--- src/rtl/mem_pkg.sv ---
// Shared types and constants for the MEM stage: default widths, FSM encoding,
// and the control slice of the MEM/WB bundle.
package mem_pkg;

  localparam int DATA_W_DEF = 8;
  localparam int ADDR_W_DEF = 8;
  localparam int OPC_W      = 3;
  localparam int DEST_W     = 5;
  localparam int CNT_W      = 8;

  typedef enum logic {
    IDLE = 1'b0,
    REQ  = 1'b1
  } state_t;

  typedef struct packed {
    logic [OPC_W-1:0]  opcode;
    logic              reg_write;
    logic              mem_write;
    logic [DEST_W-1:0] dest;
  } ctl_t;

endpackage

--- src/rtl/mem_wb_reg.sv ---
// MEM/WB output register bank; 1-cycle, no backpressure (captures every cycle).
// Write enables are gated by valid; payload only updates on valid beats.
module mem_wb_reg
  import mem_pkg::*;
#(
  parameter int DATA_W = DATA_W_DEF,
  parameter int ADDR_W = ADDR_W_DEF
) (
  input  logic              clk,
  input  logic              rst,
  input  logic              nxt_vld,
  input  ctl_t              nxt_ctl,
  input  logic [ADDR_W-1:0] nxt_imm,
  input  logic [DATA_W-1:0] nxt_acc,
  input  logic [DATA_W-1:0] nxt_reg,
  input  logic [DATA_W-1:0] nxt_mem,
  output logic              out_valid,
  output logic [OPC_W-1:0]  out_opcode,
  output logic              out_reg_write,
  output logic              out_mem_write,
  output logic [DEST_W-1:0] out_dest,
  output logic [ADDR_W-1:0] out_imm,
  output logic [DATA_W-1:0] out_acc_data,
  output logic [DATA_W-1:0] out_reg_data,
  output logic [DATA_W-1:0] out_mem_data
);

  logic              vld_q;
  ctl_t              ctl_q;
  logic [ADDR_W-1:0] imm_q;
  logic [DATA_W-1:0] acc_q;
  logic [DATA_W-1:0] reg_q;
  logic [DATA_W-1:0] mem_q;

  always_ff @(posedge clk) begin
    if (rst) begin
      vld_q <= 1'b0;
      ctl_q <= '0;
      imm_q <= '0;
      acc_q <= '0;
      reg_q <= '0;
      mem_q <= '0;
    end else begin
      vld_q <= nxt_vld;
      if (nxt_vld) begin
        ctl_q <= nxt_ctl;
        imm_q <= nxt_imm;
        acc_q <= nxt_acc;
        reg_q <= nxt_reg;
        mem_q <= nxt_mem;
      end
    end
  end

  assign out_valid     = vld_q;
  assign out_opcode    = ctl_q.opcode;
  assign out_reg_write = vld_q & ctl_q.reg_write;
  assign out_mem_write = vld_q & ctl_q.mem_write;
  assign out_dest      = ctl_q.dest;
  assign out_imm       = imm_q;
  assign out_acc_data  = acc_q;
  assign out_reg_data  = reg_q;
  assign out_mem_data  = mem_q;

endmodule

--- src/rtl/mem_stage.sv ---
// MEM stage: non-loads 1 cycle, loads 2 + ack-wait cycles via dmem req/ack with timeout.
// Backpressure: stall_out holds upstream while a load is in REQ. MEM_STORE_FWD_EN adds a last-store buffer.
module mem_stage
  import mem_pkg::*;
#(
  parameter int DATA_W      = DATA_W_DEF,
  parameter int ADDR_W      = ADDR_W_DEF,
  parameter int TIMEOUT_CYC = 15
) (
  input  logic              clk,
  input  logic              rst,
  input  logic              in_valid,
  input  logic [OPC_W-1:0]  in_opcode,
  input  logic              in_reg_write,
  input  logic              in_mem_write,
  input  logic              in_mem_read,
  input  logic [DEST_W-1:0] in_dest,
  input  logic [ADDR_W-1:0] in_imm,
  input  logic [DATA_W-1:0] in_acc_data,
  input  logic [DATA_W-1:0] in_reg_data,
  input  logic [DATA_W-1:0] in_store_data,
  input  logic              flush,
  output logic              stall_out,
  output logic              dmem_req,
  output logic [ADDR_W-1:0] dmem_addr,
  input  logic              dmem_ack,
  input  logic [DATA_W-1:0] dmem_rdata,
  output logic              out_valid,
  output logic [OPC_W-1:0]  out_opcode,
  output logic              out_reg_write,
  output logic              out_mem_write,
  output logic [DEST_W-1:0] out_dest,
  output logic [ADDR_W-1:0] out_imm,
  output logic [DATA_W-1:0] out_acc_data,
  output logic [DATA_W-1:0] out_reg_data,
  output logic [DATA_W-1:0] out_mem_data,
  output logic              err_timeout
);

  state_t            state;
  logic [CNT_W-1:0]  to_cnt;
  ctl_t              in_ctl;
  ctl_t              lat_ctl;
  logic [DATA_W-1:0] lat_acc;
  logic [DATA_W-1:0] lat_mem;
  logic              accept;
  logic              is_load;
  logic              timeout_hit;
  logic              fwd_hit;
  logic [DATA_W-1:0] fwd_data;

  logic              wb_vld;
  ctl_t              wb_ctl;
  logic [ADDR_W-1:0] wb_imm;
  logic [DATA_W-1:0] wb_acc;
  logic [DATA_W-1:0] wb_reg;
  logic [DATA_W-1:0] wb_mem;

  assign in_ctl      = {in_opcode, in_reg_write, in_mem_write, in_dest};
  assign accept      = (state == IDLE) & in_valid & ~flush;
  // A read+write combination is a store; only a pure read is a load.
  assign is_load     = in_mem_read & ~in_mem_write;
  assign timeout_hit = (state == REQ) & ~dmem_ack & (to_cnt == CNT_W'(TIMEOUT_CYC - 1));
  assign stall_out   = (state == REQ);

`ifdef MEM_STORE_FWD_EN
  logic              buf_vld;
  logic [ADDR_W-1:0] buf_addr;
  logic [DATA_W-1:0] buf_data;

  // Survives flush on purpose: only accepted stores update it, only rst clears it.
  always_ff @(posedge clk) begin
    if (rst) begin
      buf_vld  <= 1'b0;
      buf_addr <= '0;
      buf_data <= '0;
    end else if (accept & in_mem_write) begin
      buf_vld  <= 1'b1;
      buf_addr <= in_imm;
      buf_data <= in_store_data;
    end
  end

  assign fwd_hit  = accept & is_load & buf_vld & (in_imm == buf_addr);
  assign fwd_data = buf_data;
`else
  assign fwd_hit  = 1'b0;
  assign fwd_data = '0;
`endif

  always_comb begin
    wb_vld = 1'b0;
    wb_ctl = in_ctl;
    wb_imm = in_imm;
    wb_acc = in_acc_data;
    wb_reg = in_reg_data;
    wb_mem = in_store_data;
    if (state == REQ) begin
      wb_ctl = lat_ctl;
      wb_imm = dmem_addr;
      wb_acc = lat_acc;
      wb_mem = lat_mem;
      wb_reg = dmem_ack ? dmem_rdata : '0;
      wb_vld = dmem_ack | timeout_hit;
    end else if (accept) begin
      wb_vld = ~is_load | fwd_hit;
      if (fwd_hit) wb_reg = fwd_data;
    end
  end

  always_ff @(posedge clk) begin
    if (rst) begin
      state       <= IDLE;
      to_cnt      <= '0;
      dmem_req    <= 1'b0;
      dmem_addr   <= '0;
      err_timeout <= 1'b0;
      lat_ctl     <= '0;
      lat_acc     <= '0;
      lat_mem     <= '0;
    end else begin
      case (state)
        IDLE: begin
          if (accept & is_load & ~fwd_hit) begin
            state     <= REQ;
            dmem_req  <= 1'b1;
            dmem_addr <= in_imm;
            to_cnt    <= '0;
            lat_ctl   <= in_ctl;
            lat_acc   <= in_acc_data;
            lat_mem   <= in_store_data;
          end
        end
        REQ: begin
          // Ack takes priority over a coincident timeout.
          if (dmem_ack) begin
            state    <= IDLE;
            dmem_req <= 1'b0;
            to_cnt   <= '0;
          end else if (timeout_hit) begin
            state       <= IDLE;
            dmem_req    <= 1'b0;
            to_cnt      <= '0;
            err_timeout <= 1'b1;
          end else begin
            to_cnt <= to_cnt + 1'b1;
          end
        end
        default: state <= IDLE;
      endcase
    end
  end

  mem_wb_reg #(
    .DATA_W (DATA_W),
    .ADDR_W (ADDR_W)
  ) u_mem_wb_reg (
    .clk           (clk),
    .rst           (rst),
    .nxt_vld       (wb_vld),
    .nxt_ctl       (wb_ctl),
    .nxt_imm       (wb_imm),
    .nxt_acc       (wb_acc),
    .nxt_reg       (wb_reg),
    .nxt_mem       (wb_mem),
    .out_valid     (out_valid),
    .out_opcode    (out_opcode),
    .out_reg_write (out_reg_write),
    .out_mem_write (out_mem_write),
    .out_dest      (out_dest),
    .out_imm       (out_imm),
    .out_acc_data  (out_acc_data),
    .out_reg_data  (out_reg_data),
    .out_mem_data  (out_mem_data)
  );

endmodule

--- config.mk ---
export PLATFORM = sky130hd
export DESIGN_NAME = mem_stage
export DESIGN_NICKNAME = d
export VERILOG_FILES = /design/src/rtl/mem_pkg.sv /design/src/rtl/mem_wb_reg.sv /design/src/rtl/mem_stage.sv
export SDC_FILE = /design/constraint.sdc
export NUM_CORES = 1
export LEC_CHECK = 0
export BUFFER_PORTS_ARGS = -buffer_cell sky130_fd_sc_hd__buf_2
export CELL_PAD_IN_SITES_DETAIL_PLACEMENT = 0
export CELL_PAD_IN_SITES_GLOBAL_PLACEMENT = 1
export CORE_ASPECT_RATIO = 0.9
export CORE_MARGIN = 2
export CORE_UTILIZATION = 35
export DETAILED_ROUTE_END_ITERATION = 16
export PLACE_DENSITY = 0.79
export SLEW_MARGIN = 10
export SYNTH_ARGS = -nofsm -noshare
export SYNTH_HDL_FRONTEND = slang
export SYNTH_SLANG_ARGS = --single-unit
--- constraint.sdc ---
create_clock -name clk -period 1.82 [get_ports clk]
set_input_delay 0.273 -clock clk [delete_from_list [all_inputs] [get_ports clk]]
set_output_delay 0.273 -clock clk [all_outputs]
set_load 0.01 [all_outputs]
==> results of run 1 <==
[worst paths after layout]
check | startpoint | end | depth (start not counted)
hold reg to reg | lat_ctl[0] | lat_ctl[0] | 2
setup / recovery | to_cnt[0] | u_mem_wb_reg.out_imm[3] | 7
setup reg to reg | to_cnt[0] | u_mem_wb_reg.out_imm[3] | 7
hold / removal | in_imm[0] | dmem_addr[0] | 3
[layout make-up]
cell class	instances	share of cell area
sequential	88	0.3732
clock buffer	9	0.04771
clock inverter	7	0.02491
multi-input combinational	240	0.3652
inverter	2	0.001590
timing repair buffer	126	0.1532
tap	129	0.03419
[placed cells by master, fill, tap and decap left out, types with 2 or more instances in the layout]
cell type    n
o221a_2     37
buf_12       4
xor2_1       6
nor2_1      12
ha_1         2
and2_1       4
dfxtp_1     88
bufinv_16    3
o2111ai_1    3
buf_4       13
nand2b_1     2
and3_1       4
o211ai_1     2
clkinv_2     2
o221a_1     31
buf_2      109
o22a_1       8
o211a_1      8
a21oi_1     36
clkbuf_16    9
nand2_1     69
[cell families after synthesis]
family          synth area share
fa+ha+maj               0.006760
flops                     0.4760
xor+xnor                 0.01657
compound gates            0.3198
simple gates              0.1200
buf+inv                  0.06085
[critical path: stages (launching register included)]
cell and delay (ps):
dfxtp_1 330, inv_1 60, ha_1 200, and3_1 190, a21bo_2 230, o21a_2 150
buf_12 170, o221a_1 240
[power by group through the flow]
stage                     Clock, mW  Combinational (mW)  Sequential [mW]
after global placement            0               0.491             2.11
final                          2.09               0.495             2.07
after floorplan                   0               0.274             2.14
after global routing           2.24               0.541             2.08
after CTS                      2.16               0.501             2.07
after detailed placement          0               0.500             2.12
[layer usage]
metal | global-route usage | wire, microns
met1 | 0.2420 | 4579
met2 | 0.2878 | 4779
met3 | 0.04488 | 687
met4 | 0.03940 | 36
met5 | 0 | 0
[state kept, by name, indices dropped and copies added (netlist names)]
register	flops
lat_ctl	10
dmem_addr	8
lat_acc	8
lat_mem	8
to_cnt	8
u_mem_wb_reg.out_acc_data	8
u_mem_wb_reg.out_imm	8
u_mem_wb_reg.out_mem_data	8
u_mem_wb_reg.out_reg_data	8
u_mem_wb_reg.out_dest	5
u_mem_wb_reg.out_opcode	3
u_mem_wb_reg.ctl_q	2
dmem_req	1
err_timeout	1
stall_out	1
u_mem_wb_reg.out_valid	1
[per-stage QoR]
| stage | cells | setup slack (ps) | hold slack, ps |
|---|---|---|---|
| floorplan | 370 | 104.9 | 409.0 |
| global placement | 585 | 173.6 | 456.4 |
| CTS | 601 | 114.3 | 182.3 |
| detailed placement | 585 | 122.9 | 465.1 |
| global route | 601 | 17.88 | 186.3 |
| finish | 601 | 119.7 | 194.2 |
==> flow_summary_export.csv, run 1 <==
group,metric,value,unit
final_layout,multiInputGateArea,0.001724,sq mm
cts,root_buffer,"clkbuf_16",
timing,skew,3.998,ps
drt,post-route-drc-count,0,
global_routing,grt_pass1_wl,16.46,mm
synth,synthArstFlopShare,0,
timing,relSlewSlack,0.6916,
synth,synth.ff_latch_count,88,
global_routing,grt_max_degree,43,
timing,final_max_slew_viol_count,0,
drt,drt_first_iter_violations,175,
power_and_ir_drop,p_total,4.664,mW
timing,fin_crit,1700,ps
place,routabilityCongestion,0.7957,
synth,synth_edf_count,0,
synth,synthDistinctLibCells,35,
synth,synthCells,370,
timing,rsz0062_at_grt,"no",
drt,wire_per_inst,16.78,microns
timing,max_freq,0.5881,GHz
critical_path,crit_type,"reg2reg",
synth,yosysMostFrequentCell,"dfxtp_1",
cts,h-tree-depth,3,
timing,finalHoldViolations,0,
synth,yosysTopAreaCell,"dfxtp_1",
power_and_ir_drop,p_per_area,987.9,mW/mm^2
final_layout,synthToLayoutAreaGrowth,27.55,%
synth,synthTopCellsByArea,"dfxtp_1 48%, o221a_2 11%, o221a_1 9.4%, nand2_1 7.1%, a21oi_1 4.9%",
drt,wl,10.08,mm
cts,clock_latency,320,ps
final_layout,nNetsFinal,525,
floorplan,die_h,101.6,microns
cts,cts_tree,"done",
critical_path,critPathMaxFanout,37,
min_path,min_path_type,"in2reg",
synth,synth_top_cell_area_share,0.4760,
power_and_ir_drop,switching_share,0.2256,
final_layout,fillers,978,
drt,vias,3263,
drt,drt_pass1_iterations,4,
synth,ys_seq_area_frac,0.4760,
timing,finalSetupViolCount,0,
final_layout,post-route-util,0.4607,
timing,period_share,0.9342,
timing,setup-tns-final,0,ps
global_routing,antenna_found_initial,0,
power_and_ir_drop,power_leakage,2.012,nW
critical_path,crit_arrival,1920,ps
critical_path,worst_setup_path_end_kind,"flip-flop",
cts,cts_max_path_buffers,2,
synth,avgSynthCellArea,10.00,sq um
synth,syn_nets,428,
cts,cts_setup_buffers,0,
cts,ctsResizeCount,0,
global_routing,grt_usage,0.1777,
critical_path,required,2040,ps
synth,ys_warn_count,0,
place,place_area,0.004378,sq mm
floorplan,core_area,0.01025,sq mm
power_and_ir_drop,pwr-share-clk,0.449,
place,port_buffers,109,
floorplan,start_util,0.3612,
cts,cts_buffers,9,
power_and_ir_drop,p_sw,1.052,mW
synth,synth_commonest_cells,"88 x dfxtp_1, 70 x nand2_1, 37 x o221a_2, 36 x a21oi_1, 31 x o221a_1",
flow_run,max_cap_viol_count,0,
power_and_ir_drop,intPower,3.611,mW
global_routing,overflow,0,
final_layout,drive_gt1_frac,0.3919,
power_and_ir_drop,peakVddDrop,472.8,uV
drt,viasPerCell,5.429,
final_layout,seqCellArea,0.001762,sq mm
drt,ant_nets,0,
power_and_ir_drop,pwr-share-comb,0.106,
floorplan,die_area,0.01141,sq mm
cts,holdBufCountCts,0,
cts,clkTransAtPathRegs,60,ps
final_layout,final_area,0.004721,sq mm
place,dp_hpwl,6.359,mm
floorplan,fp.dieW,112.4,microns
synth,synth_top_flop_cell,"dfxtp_1",
timing,tightest_slew,462.6,ps
floorplan,num_rows,35,
cts,cts_sinks,88,
global_routing,grt_pass1_vias,3205,
critical_path,critPathLaunchType,"flip-flop",
final_layout,n_antenna_cell,0,
critical_path,rrSetupSlack,120,ps
power_and_ir_drop,pwr-share-seq,0.445,
status,status,"finished clean",
synth,syn_area,0.003701,sq mm
floorplan,pin_count,110,
Note: power is estimated with default switching activity, not from simulation.
==> run 2: changes to the inputs <==
ABC_AREA = 1   (was not set)
CORE_ASPECT_RATIO = 1.4   (was 0.9)
CORE_UTILIZATION = 33   (was 35)
==> run 2 against run 1 <==
Effect of this change: cell area up 2.4%; clock power down 19%; power down 7.3%; die area up 13%; utilization down 5.0 points; worst hold slack better by 16 ps; register-to-register slack better by 140 ps; clock-buffer cell count up 3; critical path depth up 2; flip-flop and latch count unchanged; non-clock buffer count down 5; setup slack better by 140 ps.
==> flow_summary_export.csv, run 2 <==
group,metric,value,unit
status,status,"finished clean",
critical_path,cp_common_cell,"nand2_1",
floorplan,die_area,0.01292,sq mm
critical_path,critical-path-max-stage-delay,330,ps
critical_path,required,2050,ps
timing,skew,6.259,ps
synth,ys_seq_area_frac,0.4443,
power_and_ir_drop,pwr-share-seq,0.481,
timing,hold_slack,210.3,ps
synth,synth_commonest_cells,"166 x nor2_1, 137 x nand2_1, 88 x dfxtp_1, 35 x o21ai_0, 33 x mux2i_1",
critical_path,rrSetupSlack,260,ps
synth,synthArstFlopShare,0,
synth,synthCells,553,
cts,cts_buffers,9,
synth,yosysMostFrequentCell,"nor2_1",
min_path,hold_end,"dmem_addr[1]",
synth,synthDistinctLibCells,26,
place,routabilityCongestion,0.8356,
timing,period_share,0.8589,
critical_path,crit_type,"reg2reg",
critical_path,worst_setup_path_end_kind,"flip-flop",
critical_path,crit_start,"to_cnt[0]",
critical_path,reg2reg_from,"to_cnt[0]",
floorplan,core_area,0.01176,sq mm
global_routing,grt_pass1_vias,3377,
drt,viasPerCell,4.512,
final_layout,fillers,1255,
final_layout,synthToLayoutAreaGrowth,21.93,%
min_path,min_from,"in_imm[1]",
min_path,min_path_type,"in2reg",
power_and_ir_drop,peakVddDrop,500.0,uV
synth,avgSynthCellArea,7.170,sq um
global_routing,grt_max_degree,54,
floorplan,start_util,0.3371,
final_layout,regMostFlops,"lat_ctl",
floorplan,die_h,133.7,microns
cts,holdBufCountCts,0,
power_and_ir_drop,intPower,3.245,mW
timing,setup-tns-final,0,ps
power_and_ir_drop,pwr-share-comb,0.126,
drt,vias,3605,
synth,synth.ff_latch_count,88,
timing,final_max_slew_viol_count,0,
cts,cts_max_path_buffers,2,
place,dp_hpwl,6.955,mm
global_routing,grt_pass1_wl,16.08,mm
power_and_ir_drop,pwr-share-clk,0.393,
cts,cts_tree,"done",
synth,synth_top_cell_area_share,0.4443,
global_routing,antenna_found_initial,1,
cts,cts_setup_buffers,0,
floorplan,pin_count,110,
critical_path,worstReg2RegEnd,"u_mem_wb_reg.out_reg_data[2]",
power_and_ir_drop,switching_share,0.2495,
timing,relSlewSlack,0.6692,
final_layout,multiInputGateArea,0.001837,sq mm
timing,max_freq,0.6397,GHz
critical_path,critPathLaunchType,"flip-flop",
drt,drt_pass1_iterations,4,
critical_path,reg2reg_depth,9,
cts,clock_latency,330,ps
synth,ys_warn_count,0,
synth,syn_nets,611,
global_routing,grt_usage,0.1507,
critical_path,critPathMaxFanout,53,
cts,ctsResizeCount,0,
timing,finalHoldViolations,0,
timing,rsz0062_at_grt,"no",
drt,wire_per_inst,12.17,microns
cts,root_buffer,"clkbuf_16",
final_layout,drive_gt1_frac,0.2227,
timing,tightest_slew,492.8,ps
min_path,min_path_cells,3,
place,port_buffers,109,
critical_path,crit_chain,"inv_1 > ha_1 > nor3b_2 > nand3_2 > nand2_2 > buf_12 > nand2_1 > nand2_1 > nor2_1",
synth,yosysTopAreaCell,"dfxtp_1",
synth,synth_top_flop_cell,"dfxtp_1",
drt,wl,9.724,mm
final_layout,layout_common_cells,"166 x nor2_1, 137 x nand2_1, 109 x buf_2",
synth,syn_area,0.003965,sq mm
power_and_ir_drop,p_sw,1.079,mW
drt,ant_nets,0,
timing,finalSetupViolCount,0,
final_layout,final_common_cell,"nor2_1",
cts,clkTransAtPathRegs,60,ps
critical_path,crit_arrival,1790,ps
synth,synth_edf_count,0,
final_layout,nNetsFinal,705,
final_layout,largest_register_ffs,10,
global_routing,overflow,0,
drt,post-route-drc-count,0,
drt,drt_first_iter_violations,85,
synth,synthTopCellsByArea,"dfxtp_1 44%, nor2_1 16%, nand2_1 13%, mux2i_1 8.3%, o21ai_0 4.4%",
timing,fin_crit,1563,ps
final_layout,seqCellArea,0.001763,sq mm
floorplan,fp.dieW,96.64,microns
floorplan,num_rows,47,
critical_path,crit_path_top_delay_cell,"dfxtp_1",
cts,h-tree-depth,3,
flow_run,max_cap_viol_count,0,
power_and_ir_drop,power_leakage,2.294,nW
power_and_ir_drop,p_per_area,894.4,mW/mm^2
cts,cts_sinks,88,
run 2: changes by cell type after synthesis, sizes merged, moves of 29 or more:
| cell | change |
|---|---|
| nand2 | +69 |
| o221a | -68 |
| o21ai | +35 |
| a21oi | -29 |
| nor2 | +156 |
| mux2i | +33 |
run 2: worst max path at each step:
| stage | to | slack, ps | cells after the start |
|---|---|---|---|
| 2_1_floorplan | u_mem_wb_reg.out_mem_data[0] | 440 | 10 |
| 3_3_place_gp | u_mem_wb_reg.ctl_q[6] | 310 | 9 |
| 3_5_place_dp | u_mem_wb_reg.out_reg_data[4] | 240 | 9 |
| 4_1_cts | u_mem_wb_reg.out_reg_data[4] | 230 | 9 |
| 5_1_grt | u_mem_wb_reg.out_opcode[2] | 110 | 9 |
| 6_report | u_mem_wb_reg.out_reg_data[2] | 260 | 9 |
run 2: area by class of cell:
| cell class | instances | share of cell area |
|---|---|---|
| antenna | 1 | 0.0005176 |
| clock buffer | 12 | 0.05305 |
| clock inverter | 3 | 0.003623 |
| inverter | 27 | 0.02096 |
| multi-input combinational | 400 | 0.3799 |
| sequential | 88 | 0.3646 |
| tap | 147 | 0.03804 |
| timing repair buffer | 121 | 0.1392 |
run 2: power groups by stage:
stage	Clock [mW]	Sequential [mW]	Combinational, mW
after floorplan	0	2.14	0.335
after global placement	0	2.12	0.542
after detailed placement	0	2.12	0.552
after CTS	1.77	2.08	0.553
after global routing	1.85	2.09	0.616
final	1.70	2.08	0.544
run 2: critical path: cells and delay by family (launching register included):
family	cells	cell delay [ps]
adders and majority gates	1	140
buffers and inverters	2	330
and+or+nand+nor	6	650
DFF	1	330
run 2: per-layer routing:
metal,global-route usage,share of wire
met1,0.1860,0.45
met2,0.2562,0.49
met4,0.06729,0.023
met3,0.02676,0.041
met5,0,0
run 2: logic make-up after synthesis:
family / after synthesis / share of synthesized area
flip-flops: 88 / 0.4443
XOR/XNOR: 1 / 0.002209
multiplexers: 33 / 0.08331
AND/OR/NAND/NOR: 321 / 0.3162
AO/OA/AOI/OAI: 43 / 0.05522
buffers and inverters: 65 / 0.09246
adder cells (fa/ha/maj): 2 / 0.006310
run 2: per-stage QoR:
stage	instances	area [sq um]	power (mW)	util	worst slack, ps
global route	798	4832	4.552	0.4109	105.3
CTS	798	4832	4.399	0.4109	230.2
detailed placement	783	4558	2.675	0.3876	237.2
finish	799	4835	4.324	0.4111	256.8
global placement	783	4558	2.662	0.3876	314.5
floorplan	553	3965	2.478	-	435.6
